### src/rtl/lcd_pkg.sv
// Shared definitions for the character-LCD read and write paths: FSM state encoding,
// busy-flag bit position and default bus timing.
package lcd_pkg;

  // Bus-cycle phases shared by the reader and writer FSMs
  typedef enum logic [2:0] {
    StIdle,
    StSetup,
    StEnHi,
    StEnLo,
    StDone
  } lcd_state_e;

  // Busy flag position in the RS=0 status byte
  localparam int unsigned LCD_BF_BIT = 7;

  // Default timing: EN phase length and RS/RW setup, in system clocks
  localparam int unsigned LCD_CLK_DIV       = 16;
  localparam int unsigned LCD_SETUP_CYC     = 2;
  localparam int unsigned LCD_TIMEOUT_POLLS = 256;

  function automatic int unsigned lcd_max(input int unsigned a, input int unsigned b);
    return (a > b) ? a : b;
  endfunction

endpackage

### src/rtl/lcd_phase_timer.sv
// Phase timer: load a cycle count, count down, flag the last cycle of the phase.
// A load of N keeps the phase alive for N clocks; o_expire is high on the Nth.
module lcd_phase_timer #(
  parameter int unsigned Width = 5
) (
  input  logic             i_clk,
  input  logic             i_rst_n,
  input  logic             i_load,
  input  logic [Width-1:0] i_load_val,
  output logic             o_expire
);

  logic [Width-1:0] r_cnt;

  // Down-counter, parks at zero once the phase has run out
  always_ff @(posedge i_clk or negedge i_rst_n) begin
    if (!i_rst_n) begin
      r_cnt <= '0;
    end else if (i_load) begin
      r_cnt <= i_load_val;
    end else if (r_cnt != '0) begin
      r_cnt <= r_cnt - 1'b1;
    end
  end

  assign o_expire = (r_cnt == Width'(1));

endmodule

### src/rtl/lcd_bus_reader.sv
// HD44780-style 8-bit bus reader: one RW=1 read cycle per host request, with optional
// busy-flag polling. Polling is compiled in with LCD_BUSY_POLL_EN; without it iPoll is
// ignored, every request is exactly one read and oTimeout stays 0.
module lcd_bus_reader
  import lcd_pkg::*;
#(
  parameter int unsigned CLK_DIV       = LCD_CLK_DIV,
  parameter int unsigned SETUP_CYC     = LCD_SETUP_CYC,
  parameter int unsigned TIMEOUT_POLLS = LCD_TIMEOUT_POLLS
) (
  input  logic       iCLK,
  input  logic       iRST_N,
  input  logic       iStart,
  input  logic       iRS,
  input  logic       iPoll,
  output logic [7:0] oDATA,
  output logic       oDone,
  output logic       oBusy,
  output logic       oTimeout,
  input  logic [7:0] LCD_DATA,
  output logic       LCD_RW,
  output logic       LCD_EN,
  output logic       LCD_RS
);

  localparam int unsigned TmrW = $clog2(lcd_max(CLK_DIV, SETUP_CYC)) + 1;

  lcd_state_e r_state;
  logic       r_start_d;
  logic [7:0] r_sample;
  logic [7:0] r_data;
  logic       r_done;
  logic       r_busy;
  logic       r_timeout;
  logic       r_rw;
  logic       r_en;
  logic       r_rs;

  logic            w_start;
  logic            w_expire;
  logic            w_tmr_load;
  logic [TmrW-1:0] w_tmr_val;
  logic            w_repoll;
  logic            w_poll_to;

  assign w_start = iStart & ~r_start_d;

  // Previous iStart level for rising-edge detection
  always_ff @(posedge iCLK or negedge iRST_N) begin
    if (!iRST_N) begin
      r_start_d <= 1'b0;
    end else begin
      r_start_d <= iStart;
    end
  end

`ifdef LCD_BUSY_POLL_EN
  localparam int unsigned PollW = (TIMEOUT_POLLS > 1) ? $clog2(TIMEOUT_POLLS) : 1;

  logic             r_poll;
  logic [PollW-1:0] r_pcnt;
  logic             w_bf;
  logic             w_last;

  assign w_bf      = r_poll & r_sample[LCD_BF_BIT];
  assign w_last    = (r_pcnt == PollW'(TIMEOUT_POLLS - 1));
  assign w_repoll  = w_bf & ~w_last;
  assign w_poll_to = w_bf & w_last;

  // Poll mode is latched at accept and only applies to status reads (RS=0)
  always_ff @(posedge iCLK or negedge iRST_N) begin
    if (!iRST_N) begin
      r_poll <= 1'b0;
      r_pcnt <= '0;
    end else if (r_state == StIdle && w_start) begin
      r_poll <= iPoll & ~iRS;
      r_pcnt <= '0;
    end else if (r_state == StEnLo && w_expire && w_repoll) begin
      r_pcnt <= r_pcnt + 1'b1;
    end
  end
`else
  logic w_unused_poll;

  assign w_unused_poll = iPoll | (TIMEOUT_POLLS == 0);
  assign w_repoll      = 1'b0;
  assign w_poll_to     = 1'b0;
`endif

  // Timer reload on every phase entry; SETUP is entered from IDLE or a repeated poll
  always_comb begin
    w_tmr_load = 1'b0;
    w_tmr_val  = TmrW'(CLK_DIV);
    unique case (r_state)
      StIdle: begin
        if (w_start) begin
          w_tmr_load = 1'b1;
          w_tmr_val  = TmrW'(SETUP_CYC);
        end
      end
      StSetup: w_tmr_load = w_expire;
      StEnHi:  w_tmr_load = w_expire;
      StEnLo: begin
        if (w_expire && w_repoll) begin
          w_tmr_load = 1'b1;
          w_tmr_val  = TmrW'(SETUP_CYC);
        end
      end
      default: ;
    endcase
  end

  lcd_phase_timer #(
    .Width (TmrW)
  ) u_timer (
    .i_clk      (iCLK),
    .i_rst_n    (iRST_N),
    .i_load     (w_tmr_load),
    .i_load_val (w_tmr_val),
    .o_expire   (w_expire)
  );

  // Read-cycle FSM; EN tracks the EN_HI state exactly so RS/RW cannot move while EN=1
  always_ff @(posedge iCLK or negedge iRST_N) begin
    if (!iRST_N) begin
      r_state   <= StIdle;
      r_sample  <= '0;
      r_data    <= '0;
      r_done    <= 1'b0;
      r_busy    <= 1'b0;
      r_timeout <= 1'b0;
      r_rw      <= 1'b0;
      r_en      <= 1'b0;
      r_rs      <= 1'b0;
    end else begin
      r_done    <= 1'b0;
      r_timeout <= 1'b0;
      unique case (r_state)
        StIdle: begin
          if (w_start) begin
            r_state <= StSetup;
            r_rs    <= iRS;
            r_rw    <= 1'b1;
            r_busy  <= 1'b1;
          end
        end
        StSetup: begin
          if (w_expire) begin
            r_state <= StEnHi;
            r_en    <= 1'b1;
          end
        end
        StEnHi: begin
          if (w_expire) begin
            r_state  <= StEnLo;
            r_en     <= 1'b0;
            r_sample <= LCD_DATA;
          end
        end
        StEnLo: begin
          if (w_expire) begin
            if (w_repoll) begin
              r_state <= StSetup;
            end else begin
              r_state   <= StDone;
              r_done    <= 1'b1;
              r_timeout <= w_poll_to;
              r_data    <= r_sample;
            end
          end
        end
        StDone: begin
          r_state <= StIdle;
          r_rw    <= 1'b0;
          r_busy  <= 1'b0;
        end
        default: r_state <= StIdle;
      endcase
    end
  end

  assign oDATA    = r_data;
  assign oDone    = r_done;
  assign oBusy    = r_busy;
  assign oTimeout = r_timeout;
  assign LCD_RW   = r_rw;
  assign LCD_EN   = r_en;
  assign LCD_RS   = r_rs;

endmodule

### config.mk
export PLATFORM = sky130hd
export DESIGN_NAME = lcd_bus_reader
export DESIGN_NICKNAME = d
export VERILOG_FILES = /design/src/rtl/lcd_pkg.sv /design/src/rtl/lcd_phase_timer.sv /design/src/rtl/lcd_bus_reader.sv
export SDC_FILE = /design/constraint.sdc
export NUM_CORES = 1
export LEC_CHECK = 0
export CAP_MARGIN = 10
export CORE_ASPECT_RATIO = 0.5
export CORE_MARGIN = 5
export CORE_UTILIZATION = 50
export DETAILED_ROUTE_END_ITERATION = 7
export DONT_BUFFER_PORTS = 1
export SETUP_SLACK_MARGIN = 0.3
export SYNTH_ARGS = -nofsm -noshare
export SYNTH_HDL_FRONTEND = slang
export SYNTH_SLANG_ARGS = --single-unit
### constraint.sdc
create_clock -name iCLK -period 2.3 [get_ports iCLK]
set_input_delay 0.23 -clock iCLK [delete_from_list [all_inputs] [get_ports iCLK]]
set_output_delay 0.23 -clock iCLK [all_outputs]
set_load 0.005 [all_outputs]
==> out/results.txt <==
Status -> completed
Fin crit share -> 81.4%
Core area -> 2570 um^2
Crit. End Element -> register
I/O pins -> 27
Clk slew on worst S/H paths -> 0.06 ns
Design area -> 1500 um^2
Max_cap viols -> 0
Post-Synthesis Cell Area -> 1340 um^2
Area grow syn2layout -> 12.5%
Sequential cell area fraction in the yosys report -> 54.4%
Nets@finish -> 117
Synth Net Count -> 110
Ant diodes -> 0
Die width -> 83.1 um
GPL Wtd Cong -> 0.801
Arrival time at the worst endpoint -> 2.03 ns
Clock Latency Late Sink -> 0.28 ns
Final TNS setup -> 0 ns
Post-Syn Area per Cell -> 14.1 um^2
RSZ-0062 raised after global routing -> false
Most frequent cells in the layout -> 29 x dfrtp_1, 8 x mux2_4, 7 x mux2_2, 7 x clkbuf_8, 6 x inv_1
CTS Buf Count -> 5
CTS tree -> done
Post-route insts no fill -> 140
Placed cells -> 128
RR Endpoint -> oDATA[5]
Critical path cell sequence -> inv_1 > ha_1 > nor4b_4 > buf_4 > nand4_4 > mux2_1
Rows -> 13
Clock Sinks -> 29
Crit path kind -> reg -> reg
Grt ovf -> 0
Fraction of layout cells with a size suffix above 1 -> 30.1%
Leak Pwr -> 0.692 nW
First-pass GRT wire length -> 3.84 mm
Reg2Reg Setup Slack -> 0.43 ns
Slew @ Worst Pin -> 0.553 ns
Hold Crit Depth -> 1
Starting Density -> 51.9%
Setup violators final -> 0
Worst Skew -> 0.00784 ns
Root Driver -> clkbuf_8
Dominant cells by area after synthesis -> dfrtp_1 54%, mux2_4 9.0%, mux2_2 5.9%, mux2_1 3.4%, ha_1 1.9%
Reg2Reg Launch Point -> u_timer.r_cnt[1]
Slowest stage cell, crit path -> dfrtp_1
WP data required -> 2.46 ns
Warnings, synthesis -> 0
First-pass DRT Iterations -> 3
Vias in the first global route -> 827
Max Root-Sink Buffers -> 2
Critical path origin -> u_timer.r_cnt[1]
Yosys top cell area share -> 54.4%
GRT Overall Usage -> 13.6%
Avg WL per Cell -> 15.8 um
Post-synth top area cell -> dfrtp_1
Placed Instance Area -> 1350 um^2
DRC errors left -> 0
Crit-path max FO -> 10
Worst slew margin -> 62.6%
Via count -> 722
DR iter-0 viols -> 11
Routed vias/inst -> 5.16
Layout fillers -> 210
Die Area -> 3870 um^2
Final Hold Fails -> 0
Maximum VDD drop -> 0.612 mV
Initial antenna violation count -> 0
Slowest stage delay, CP -> 0.38 ns
Post-route ant nets -> 0
Hold EP -> r_sample[4]
Setup slack at placement -> 0.388 ns
Fin. max-slew vios -> 0
H-tree depth -> 2
#FFs+latches synth -> 29
Fmax -> 0.534 GHz
Reg area -> 726 um^2
PortBufs -> 0
DRT Wirelength -> 2.21 mm
Min-Delay Path Class -> in -> reg
Commonest non-fill, non-tap cell in the layout -> dfrtp_1
Period minus WS final -> 1.87 ns
Mapped Cells -> 95
Min-delay src -> LCD_DATA[4]
Die Y -> 46.5 um
Largest net degree at the start of global routing -> 30
PD cells -> 1280 nW/um^2
Area of the multi-input gates -> 551 um^2
Setup ws final -> 0.427 ns
Startpoint Class -> register
Yosys cell types -> 33
Worst r2r path cells -> 6
Hpwl dp -> 1.46 mm
-- synth_stat cells --
master	instances
a211oi_1	3
a21boi_0	1
a21o_1	1
a21oi_1	1
a31oi_1	1
and4_1	1
buf_2	2
buf_4	2
buf_6	1
conb_1	1
dfrtp_1	29
ha_1	2
inv_1	6
mux2_1	4
mux2_2	7
mux2_4	8
nand2b_1	3
nand3b_1	1
nand4_4	1
nor2_1	1
nor2b_1	1
nor3_1	4
nor3_2	1
nor3b_1	1
nor4_4	1
nor4b_1	1
nor4b_4	1
o21ai_0	2
o21ba_1	1
o21bai_1	1
or3_1	2
or4b_4	1
xnor2_1	2
-- how the worst max path moves through the flow --
stage          cells past startpoint  slack (ns)     endpoint
3_3_place_gp                       6        0.43  r_sample[4]
4_1_cts                            6        0.37  r_sample[2]
6_report                           6        0.43     oDATA[5]
3_5_place_dp                       6        0.39  r_sample[1]
2_1_floorplan                      6        0.59  r_sample[0]
5_1_grt                            6        0.30     oDATA[6]
-- kinds of logic after synthesis --
family / Yosys count / share of synthesized area [%]
compound gates: 11 / 5.72
flops: 29 / 54.4
simple gates: 20 / 13.8
fa+ha+maj: 2 / 1.87
xor+xnor: 2 / 1.31
mux: 19 / 18.3
other cells: 1 / 0.281
buf+inv: 11 / 4.40
-- sequential cells by signal, summed over array words and instances (netlist names) --
name / count
u_timer.r_cnt: 5
oDATA: 8
LCD_RS: 1
LCD_RW: 1
LCD_EN: 1
oDone: 1
r_start_d: 1
r_state: 3
r_sample: 8
-- stage by stage --
stage | power (mW) | hold slack, ns | utilization, %
2_1_floorplan | 1.35 | -0.0656 | -
3_3_place_gp | 1.41 | -0.0650 | 52.6
3_5_place_dp | 1.44 | -0.0650 | 52.6
4_1_cts | 1.93 | 0.0847 | 58.1
5_1_grt | 2.06 | 0.0797 | 58.4
6_report | 1.91 | 0.0970 | 58.4
-- worst max-delay path, delay by kind of cell (launching register included) --
family / cells / cell delay, ns
adder cells (fa/ha/maj): 1 / 0.18
flip-flops: 1 / 0.38
buffers and inverters: 2 / 0.28
multiplexers: 1 / 0.37
AND/OR/NAND/NOR: 2 / 0.54
-- repair_timing --
action | 4_1_cts | 5_1_grt
hold endpoints to repair | 30 | 0
gates resized for setup | 0 | 0
setup buffers | 0 | 1
setup endpoints to repair | 0 | 8
hold buffers | 3 | 0
-- cell type report --
cell class              instances  share of cell area [%]
inverters                       6                    1.50
clock buffers                   7                    6.42
repair buffers                  5                    3.67
multi-input cells              55                    36.7
clock inverters                 1                   0.333
well taps                      37                    3.08
flip-flops and latches         29                    48.3
-- metal layers --
metal / vias up / GRT usage, % / part of all wire, %
met5: - / 0 / 0
met4: 0 / 7.82 / 0.68
met3: 2 / 7.32 / 6.7
met2: 16 / 23.2 / 48
met1: 359 / 14.0 / 44
li1: 345 / - / -
-- power breakdown --
group	switching [mW]	total, mW	internal (mW)
logic	0.213	0.548	0.334
clock network	0.184	0.454	0.270
registers	0.204	0.913	0.709
Note: power is estimated with default switching activity, not from simulation.
